## config.mk

```make
export PLATFORM = sky130hd
export DESIGN_NAME = tomasulo_rs
export DESIGN_NICKNAME = d
export VERILOG_FILES = /design/src/rtl/tomasulo_pkg.sv /design/src/rtl/rs_prio_enc.sv /design/src/rtl/tomasulo_rs.sv
export SDC_FILE = /design/constraint.sdc
export NUM_CORES = 1
export LEC_CHECK = 0
export ABC_AREA = 1
export CAP_MARGIN = 20
export CELL_PAD_IN_SITES_DETAIL_PLACEMENT = 1
export CELL_PAD_IN_SITES_GLOBAL_PLACEMENT = 2
export CORE_MARGIN = 4
export CORE_UTILIZATION = 33
export CTS_BUF_LIST = sky130_fd_sc_hd__clkbuf_8
export CTS_CLUSTER_SIZE = 30
export DETAILED_ROUTE_END_ITERATION = 12
export GPL_ROUTABILITY_DRIVEN = 0
export PLACE_DENSITY = 0.88
export SYNTH_ARGS = -nofsm -noshare
export SYNTH_HDL_FRONTEND = slang
export SYNTH_SLANG_ARGS = --single-unit
```

## constraint.sdc

```tcl
create_clock -name clk1 -period 7.46 [get_ports clk1]
set_clock_uncertainty 0.2 [all_clocks]
set_input_delay 1.865 -clock clk1 [delete_from_list [all_inputs] [get_ports clk1]]
set_output_delay 1.865 -clock clk1 [all_outputs]
set_load 0.05 [all_outputs]
```

## src/rtl/tomasulo_pkg.sv

```systemverilog
// Shared types and constants for the Tomasulo reservation station.
// Optional build macro RS_FWD_EN (see tomasulo_rs.sv).
package tomasulo_pkg;

    localparam int DATA_W = 16;
    localparam int TAG_W  = 4;
    localparam int OP_W   = 3;

    localparam logic [TAG_W-1:0] TAG_NONE = '0;

    localparam logic [OP_W-1:0] OP_ADD = 3'd0;
    localparam logic [OP_W-1:0] OP_SUB = 3'd1;
    localparam logic [OP_W-1:0] OP_AND = 3'd2;
    localparam logic [OP_W-1:0] OP_OR  = 3'd3;
    localparam logic [OP_W-1:0] OP_XOR = 3'd4;
    localparam logic [OP_W-1:0] OP_SLT = 3'd5;

    typedef struct packed {
        logic              busy;
        logic [OP_W-1:0]   op;
        logic [DATA_W-1:0] vj;
        logic [TAG_W-1:0]  qj;
        logic [DATA_W-1:0] vk;
        logic [TAG_W-1:0]  qk;
    } rs_entry_t;

endpackage

```

## src/rtl/rs_prio_enc.sv

```systemverilog
// Lowest-index-first priority encoder: one-hot grant, binary index and any-request flag.
module rs_prio_enc #(
    parameter int N = 4
) (
    input  logic [N-1:0]         i_req,
    output logic [N-1:0]         o_onehot,
    output logic [$clog2(N)-1:0] o_idx,
    output logic                 o_any
);

    localparam int IDX_W = $clog2(N);

    logic w_found;

    always_comb begin
        o_onehot = '0;
        o_idx    = '0;
        w_found  = 1'b0;
        for (int unsigned i = 0; i < N; i++) begin
            if (i_req[i] && !w_found) begin
                o_onehot[i] = 1'b1;
                o_idx       = IDX_W'(i);
                w_found     = 1'b1;
            end
        end
        o_any = w_found;
    end

endmodule

```

## src/rtl/tomasulo_rs.sv

```systemverilog
// Reservation station: issue with CDB capture, CDB wakeup, in-order-by-index dispatch to one FU.
// Build macro RS_FWD_EN enables zero-cycle wakeup-to-dispatch forwarding from the CDB.
module tomasulo_rs #(
    parameter int DEPTH    = 4,
    parameter int DATA_W   = tomasulo_pkg::DATA_W,
    parameter int TAG_W    = tomasulo_pkg::TAG_W,
    parameter int OP_W     = tomasulo_pkg::OP_W,
    parameter int TAG_BASE = 1
) (
    input  logic                       clk1,
    input  logic                       rst,
    input  logic                       iss_valid,
    output logic                       iss_ready,
    input  logic [OP_W-1:0]            iss_op,
    input  logic [DATA_W-1:0]          iss_vj,
    input  logic [TAG_W-1:0]           iss_qj,
    input  logic [DATA_W-1:0]          iss_vk,
    input  logic [TAG_W-1:0]           iss_qk,
    output logic [TAG_W-1:0]           iss_tag,
    input  logic                       cdb_valid,
    input  logic [TAG_W-1:0]           cdb_tag,
    input  logic [DATA_W-1:0]          cdb_data,
    output logic                       fu_valid,
    input  logic                       fu_ready,
    output logic [OP_W-1:0]            fu_op,
    output logic [DATA_W-1:0]          fu_a,
    output logic [DATA_W-1:0]          fu_b,
    output logic [TAG_W-1:0]           fu_tag,
    output logic [$clog2(DEPTH+1)-1:0] busy_cnt
);

    import tomasulo_pkg::*;

    localparam int IDX_W = $clog2(DEPTH);
    localparam int CNT_W = $clog2(DEPTH+1);

    rs_entry_t          r_ent [DEPTH];
    logic [CNT_W-1:0]   r_busy_cnt;

    logic [DEPTH-1:0]   w_free;
    logic [DEPTH-1:0]   w_rdy;
    logic [DEPTH-1:0]   w_mj;
    logic [DEPTH-1:0]   w_mk;
    logic [DEPTH-1:0]   w_alloc_oh;
    logic [DEPTH-1:0]   w_sel_oh;
    logic [IDX_W-1:0]   w_alloc_idx;
    logic [IDX_W-1:0]   w_sel_idx;
    logic               w_any_free;
    logic               w_any_rdy;
    logic               w_iss;
    logic               w_disp;
    logic               w_cdb_live;
    rs_entry_t          w_new;

    assign w_cdb_live = cdb_valid && (cdb_tag != TAG_NONE);

    always_comb begin
        for (int unsigned i = 0; i < DEPTH; i++) begin
            w_free[i] = !r_ent[i].busy;
            w_mj[i]   = w_cdb_live && (r_ent[i].qj == cdb_tag);
            w_mk[i]   = w_cdb_live && (r_ent[i].qk == cdb_tag);
`ifdef RS_FWD_EN
            w_rdy[i]  = r_ent[i].busy && ((r_ent[i].qj == TAG_NONE) || w_mj[i])
                                      && ((r_ent[i].qk == TAG_NONE) || w_mk[i]);
`else
            w_rdy[i]  = r_ent[i].busy && (r_ent[i].qj == TAG_NONE) && (r_ent[i].qk == TAG_NONE);
`endif
        end
    end

    rs_prio_enc #(.N(DEPTH)) u_free_enc (
        .i_req    (w_free),
        .o_onehot (w_alloc_oh),
        .o_idx    (w_alloc_idx),
        .o_any    (w_any_free)
    );

    rs_prio_enc #(.N(DEPTH)) u_rdy_enc (
        .i_req    (w_rdy),
        .o_onehot (w_sel_oh),
        .o_idx    (w_sel_idx),
        .o_any    (w_any_rdy)
    );

    assign iss_ready = w_any_free;
    assign iss_tag   = TAG_W'(TAG_BASE) + TAG_W'(w_alloc_idx);
    assign w_iss     = iss_valid && w_any_free;
    assign fu_valid  = w_any_rdy;
    assign w_disp    = w_any_rdy && fu_ready;
    assign busy_cnt  = r_busy_cnt;

    // Operands already on the CDB at issue are captured now; the producer will not broadcast again.
    always_comb begin
        w_new.busy = 1'b1;
        w_new.op   = iss_op;
        w_new.vj   = iss_vj;
        w_new.qj   = iss_qj;
        w_new.vk   = iss_vk;
        w_new.qk   = iss_qk;
        if (w_cdb_live && (iss_qj == cdb_tag)) begin
            w_new.vj = cdb_data;
            w_new.qj = TAG_NONE;
        end
        if (w_cdb_live && (iss_qk == cdb_tag)) begin
            w_new.vk = cdb_data;
            w_new.qk = TAG_NONE;
        end
    end

    always_comb begin
        fu_op  = '0;
        fu_a   = '0;
        fu_b   = '0;
        fu_tag = '0;
        if (w_any_rdy) begin
            fu_op  = r_ent[w_sel_idx].op;
            fu_a   = r_ent[w_sel_idx].vj;
            fu_b   = r_ent[w_sel_idx].vk;
            fu_tag = TAG_W'(TAG_BASE) + TAG_W'(w_sel_idx);
`ifdef RS_FWD_EN
            if (w_mj[w_sel_idx]) fu_a = cdb_data;
            if (w_mk[w_sel_idx]) fu_b = cdb_data;
`endif
        end
    end

    always_ff @(posedge clk1 or posedge rst) begin
        if (rst) begin
            for (int unsigned i = 0; i < DEPTH; i++) r_ent[i] <= '0;
            r_busy_cnt <= '0;
        end else begin
            for (int unsigned i = 0; i < DEPTH; i++) begin
                if (w_disp && w_sel_oh[i]) begin
                    r_ent[i].busy <= 1'b0;
                end else if (w_iss && w_alloc_oh[i]) begin
                    r_ent[i] <= w_new;
                end else if (r_ent[i].busy) begin
                    if (w_mj[i]) begin
                        r_ent[i].vj <= cdb_data;
                        r_ent[i].qj <= TAG_NONE;
                    end
                    if (w_mk[i]) begin
                        r_ent[i].vk <= cdb_data;
                        r_ent[i].qk <= TAG_NONE;
                    end
                end
            end
            case ({w_iss, w_disp})
                2'b10:   r_busy_cnt <= r_busy_cnt + CNT_W'(1);
                2'b01:   r_busy_cnt <= r_busy_cnt - CNT_W'(1);
                default: r_busy_cnt <= r_busy_cnt;
            endcase
        end
    end

endmodule

```

Word-level counts from Yosys, hierarchy flattened

Cells that the tools add are included.

Input bits: 68
Register bits after elaboration: 179

Add/sub/neg operators: 4
Muxes and demuxes: 54
Bitwise operators: 5
Equality and inequality tests: 12
Reductions and logical operators: 81
Magnitude comparators: 1

Operators by type and width:

| cell                                              | number |
|---|---|
| two-way mux 40 bit                                | 8 |
| two-way mux 20 bit                                | 10 |
| binary-select mux 44 bit (select 2 bit)           | 1 |
| two-way mux 43 bit                                | 2 |
| equality test 4 bit                               | 10 |
| logical AND 1 bit                                 | 35 |
| nonzero test 2 bit                                | 17 |
| logical NOT 4 bit                                 | 8 |
| two-way mux 16 bit                                | 2 |
| AND reduction 3 bit                               | 8 |
| two-way mux 1 bit                                 | 20 |
| two-way mux 4 bit                                 | 4 |
| logical NOT 1 bit                                 | 8 |
| two-way mux 2 bit                                 | 4 |
| AND reduction 2 bit                               | 4 |
| adder 1 x 2 -> 3 bit (first input constant)       | 2 |
| two-way mux 3 bit                                 | 2 |
| one-hot mux 3 bit (2 select lines)                | 1 |
| NOT 1 bit                                         | 4 |
| nonzero test 4 bit                                | 1 |
| adder 3 x 1 -> 3 bit (second input constant)      | 1 |
| >= comparator 3 bit (second input constant)       | 1 |
| NOT 2 -> 3 bit                                    | 1 |
| subtractor 3 x 1 -> 3 bit (second input constant) | 1 |
| other kinds (2)                                   | 2 |

Depth between registers and ports, before layout

Depth in word-level cells: 18
Mapped depth: 16
Depth with buffers taken out: 14

By module

A second synthesis with hierarchy kept.

Cell total of the unflattened synthesis: 1,655
Area, all modules: 11,339.6 µm²

By module, submodules not included:

| module      | area each (µm²) | sequential area each (µm²) | cells each | times used |
|---|---|---|---|---|
| tomasulo_rs | 11,214.5        | 4,479.3                    | 1,629      | 1 |
| rs_prio_enc | 62.6            | 0.0                        | 13         | 2 |

Worst setup path before layout

No wires, ideal clock.

Kind: register to output
Start: reg r_ent[175] (netlist name)
End: out fu_a[0]
Arrival: 2,155 ps
Cell stages (with the launch flop): 13
Required time: 5,395 ps
Path slack: 3,240 ps
Cells stage by stage: dfrtp_1 -> buf_4 -> inv_2 -> nor2_1 -> nand3_1 -> nor2_1 -> nor2_2 -> nand3_2 -> buf_2 -> buf_2 -> nand3_1 -> nand3_1 -> a21oi_1

Word-level cells in the longest chain between the ends: 17

Ends and longest elaborated chain:

| what                                    | RTL line           | RTL |
|---|---|---|
| start: declaration                      | tomasulo_rs.sv:37  | `rs_entry_t r_ent [DEPTH];` |
| start signal: indexed assignment        | tomasulo_rs.sv:136 | `r_ent[i] <= w_new;` |
| logical AND 1 bit (*) (2 in a row)      | tomasulo_rs.sv:66  | `w_rdy[i] = r_ent[i].busy && (r_ent[i].qj == TAG_NONE) && (r_ent[i].qk == TAG_NONE);` |
| two-way mux 1 bit (*)                   | rs_prio_enc.sv:20  | `if (i_req[i] && !w_found) begin` |
| logical NOT 1 bit                       | rs_prio_enc.sv:20  |  |
| logical AND 1 bit                       | rs_prio_enc.sv:20  |  |
| two-way mux 1 bit                       | rs_prio_enc.sv:20  |  |
| logical NOT 1 bit                       | rs_prio_enc.sv:20  |  |
| logical AND 1 bit                       | rs_prio_enc.sv:20  |  |
| two-way mux 1 bit                       | rs_prio_enc.sv:20  |  |
| logical NOT 1 bit                       | rs_prio_enc.sv:20  |  |
| logical AND 1 bit                       | rs_prio_enc.sv:20  |  |
| two-way mux 2 bit                       | rs_prio_enc.sv:20  |  |
| NOT 2 -> 3 bit (implied by the code)    | tomasulo_rs.sv:117 | `fu_a = r_ent[w_sel_idx].vj;` |
| binary-select mux 44 bit (select 2 bit) | tomasulo_rs.sv:117 |  |
| two-way mux 43 bit (2 in a row)         | -                  |  |
| two-way mux 16 bit (*)                  | tomasulo_rs.sv:115 | `if (w_any_rdy) begin` |
| end: declaration                        | tomasulo_rs.sv:26  | `output logic [DATA_W-1:0] fu_a,` |

Every way passes the cells marked *; elsewhere a longest branch is shown, timed or not. The select of a mux whose other input is x is not followed.

Final worst setup path

Start: reg r_ent[175] (netlist name)
End: out fu_tag[0]

Word-level cells in the longest chain between the ends: 14

Ends and longest elaborated chain:

| what                               | RTL line           | RTL |
|---|---|---|
| logical AND 1 bit (*) (2 in a row) | tomasulo_rs.sv:66  |  |
| two-way mux 1 bit (*)              | rs_prio_enc.sv:20  |  |
| logical NOT 1 bit                  | rs_prio_enc.sv:20  |  |
| logical AND 1 bit                  | rs_prio_enc.sv:20  |  |
| two-way mux 1 bit                  | rs_prio_enc.sv:20  |  |
| logical NOT 1 bit                  | rs_prio_enc.sv:20  |  |
| logical AND 1 bit                  | rs_prio_enc.sv:20  |  |
| two-way mux 1 bit                  | rs_prio_enc.sv:20  |  |
| logical NOT 1 bit                  | rs_prio_enc.sv:20  |  |
| logical AND 1 bit                  | rs_prio_enc.sv:20  |  |
| two-way mux 2 bit                  | rs_prio_enc.sv:20  |  |
| adder 1 x 2 -> 3 bit               | tomasulo_rs.sv:119 | `fu_tag = TAG_W'(TAG_BASE) + TAG_W'(w_sel_idx);` |
| two-way mux 3 bit (*)              | tomasulo_rs.sv:115 |  |
| end: declaration                   | tomasulo_rs.sv:28  | `output logic [TAG_W-1:0] fu_tag,` |

Every way passes the cells marked *; elsewhere a longest branch is shown, timed or not.

==> results.py <==
metrics = {
    "run_status": {
        "status": "completed",
    },
    "worst_hold_path": {
        "hold_class": "flip-flop to flip-flop",
        "hp-start": "r_ent[104]$_DFFE_PP0P_",
        "holdPathStages": 2,
    },
    "global_route": {
        "grt_pass1_wl_um": 71450,
        "grt_max_degree": 174,
        "track_usage": 0.2403,
        "grt_pass1_vias": 11684,
        "overflow": 0,
        "grt_antenna_before_repair": 0,
    },
    "setup_path": {
        "end_kind": "output pin",
        "cp.arrival_ns": 4.31,
        "slowest_delay_ns": 0.82,
        "startpoint_type": "flip-flop",
        "slowest_stage": "clkdlybuf4s50_1",
        "cp_cell_sequence": "inv_2 > nor2_1 > nand2_1 > nor2_1 > nand2_2 > nand2_1 > nand2_2 > buf_4 > nor2_1 > clkdlybuf4s50_1",
        "r2r_cells": 6,
        "path_class": "flip-flop to output pin",
        "critical_path_peak_fanout": 43,
        "startpoint": "r_ent[175]$_DFFE_PP0P_",
        "crit_top_cell": "nor2_1",
        "r2r_start": "r_ent[175]$_DFFE_PP0P_",
        "worstPathRequired_ns": 5.39,
    },
    "sta": {
        "finalCritPeriodShare": 0.8551,
        "rsz0062_at_grt": "no",
        "hold_viol_final": 0,
        "fin_setup_tns_ns": 0,
        "slew_violations": 0,
        "setup_violations": 0,
        "max_slew_margin": 0.2968,
        "fmax_ghz": 0.1568,
        "fin_crit_ns": 6.379,
        "worst_slew_pin_slew_ns": 1.055,
    },
    "detailed_routing": {
        "drtIter0Drc": 835,
        "antenna_left": 0,
        "num_vias": 11153,
        "routed_wl_um": 44920,
        "wl_per_cell_um": 20.73,
        "drtPass1Iterations": 5,
        "drc_errors": 0,
        "post_drt_via_cell_ratio": 5.147,
    },
    "final_layout": {
        "final_common_cell": "nand2_1",
        "drive_above_1_share": 0.09017,
        "diodes": 0,
        "fin_nets": 1777,
        "layout_common_cells": "nand2_1 (543), inv_1 (183), dfrtp_1 (179)",
        "area_growth_pct": 14.62,
        "finish.instance_area_sq_um": 12990,
    },
    "power": {
        "power_density_nw_per_um2": 486.4,
        "power.switching_mw": 3.473,
        "internal-power_mw": 2.845,
        "irDropWorstVdd_mv": 0.3238,
        "power_leakage_nw": 6.461,
        "swShare": 0.5497,
        "seqPwrFrac": 0.272,
        "pwr-share-comb": 0.614,
        "clock_power_share": 0.115,
    },
    "clocking": {
        "cts_tree": "done",
        "clock_latency_ns": 0.48,
        "cts_buffer_depth": 2,
        "cts_setup_buffers": 0,
        "cts_made_buffers": 17,
        "cts.repair.resized": 0,
        "cts_sinks": 179,
        "clock-root-buffer": "clkbuf_8",
        "htreeDepth": 4,
        "ctsHoldBuffers": 0,
        "clkTransAtPathRegs_ns": 0.09,
    },
    "yosys": {
        "synthArstFlopShare": 1.000,
        "ys_warn_count": 0,
        "syn_avg_cell_area_sq_um": 6.864,
        "ys_ff_latch": 179,
        "synth_cell_types": 38,
        "syn_area_sq_um": 11330,
        "synth_edf_count": 0,
        "ys.flop_type": "dfrtp_1",
        "postSynthCellCount": 1651,
        "seq_area_frac_synth": 0.3953,
    },
    "flow_run": {
        "max_cap_viol_count": 0,
    },
    "floorplanning": {
        "core_area_sq_um": 33700,
        "fp.dieH_um": 193.3,
        "row_count": 67,
        "die-area_sq_um": 37370,
        "io_pins": 116,
        "start_util": 0.3363,
        "die_w_um": 193.3,
    },
    "placement": {
        "place_area_sq_um": 12580,
        "portBuffers": 113,
        "hpwl_um": 29730,
    },
}
-- cell families (layout without fill, tap and decap cells) --
family / Yosys count / in the layout / share of synthesized area
flip-flops: 179 / 179 / 0.3953
other: 1 / 2 / 0.0003309
buffers and inverters: 291 / 358 / 0.1149
adder cells (fa/ha/maj): 3 / 3 / 0.003975
AO/OA/AOI/OAI: 334 / 334 / 0.1687
AND/OR/NAND/NOR: 809 / 809 / 0.2905
XOR/XNOR: 34 / 34 / 0.02628
-- power by group through the flow --
stage | sequential [mW] | combinational, mW | clock (mW)
after floorplan | 1.67 | 2.64 | 0
after global placement | 1.70 | 3.80 | 0
after detailed placement | 1.73 | 3.87 | 0
after CTS | 1.71 | 3.90 | 0.738
after global routing | 1.77 | 4.26 | 0.785
final | 1.72 | 3.88 | 0.723
-- worst max-delay path, delay by kind of cell, from the launching register on --
family                 cells  cell delay [ns]
buffers and inverters      3             1.44
flip-flops                 1             0.55
AND/OR/NAND/NOR            7             1.81
-- worst paths after layout --
kind	to	slack, ns
setup / recovery	fu_tag[0]	1.08
hold reg to reg	r_ent[104]$_DFFE_PP0P_	0.29
setup reg to reg	r_ent[146]$_DFFE_PP0P_	3.78
max in group asynchronous	r_ent[84]$_DFFE_PP0P_	4.40
hold / removal	r_ent[104]$_DFFE_PP0P_	0.29
min in group asynchronous	r_ent[63]$_DFFE_PP0P_	1.44
-- registers in the layout, summed over array words and instances (netlist names) --
| signal | cells |
|---|---|
| busy_cnt | 3 |
| r_ent | 176 |
-- cells in the mapped netlist, types with 2 or more instances --
master	n	area, sq um
nor2_2	2	12.51
ha_1	2	25.02
nand2_4	3	33.78
nor2_1	135	506.7
o22ai_1	5	31.28
nor4_1	2	12.51
inv_2	10	37.54
xnor2_1	22	192.7
nand2_2	20	125.1
buf_4	8	60.06
xor2_1	12	105.1
buf_2	42	210.2
nand4_1	8	50.05
clkbuf_1	28	105.1
inv_1	183	686.9
nand3_2	2	20.02
o21ai_4	3	48.80
buf_1	2	7.510
nor2_4	3	33.78
nand3_1	85	425.4
a21oi_1	124	620.6
o21ai_0	106	530.5
buf_6	17	191.4
o211ai_1	32	240.2
o21ai_2	23	201.4
dfrtp_1	179	4479
nand2_1	546	2049
o21ai_1	37	185.2
-- metrics by stage --
step	total power [mW]	util	setup slack (ns)	cells	hold slack [ns]
CTS	6.352	0.3854	1.029	2167	0.2913
global route	6.820	0.3854	0.8274	2167	0.3081
global placement	5.506	0.3728	1.641	2134	0.2578
detailed placement	5.600	0.3732	1.569	2135	0.2649
finish	6.318	0.3854	1.081	2167	0.2863
floorplan	4.306	-	0.5364	1652	0.2427
-- per-layer routing --
layer | part of all wire | vias to the layer above | global-route usage
li1 | - | 5326 | -
met1 | 0.47 | 5434 | 0.3411
met2 | 0.45 | 336 | 0.3804
met3 | 0.054 | 57 | 0.03914
met4 | 0.025 | 0 | 0.06871
met5 | 0 | - | 0
-- cell type report --
class / instances / area, sq um
clock inverter: 13 / 148.9
sequential: 179 / 4479
tap: 448 / 560.5
clock buffer: 19 / 261.5
multi-input combinational: 1182 / 5584
timing repair buffer: 132 / 1221
fill: 4335 / 20710
inverter: 194 / 733.2
Power figures use the tool's default switching activity.
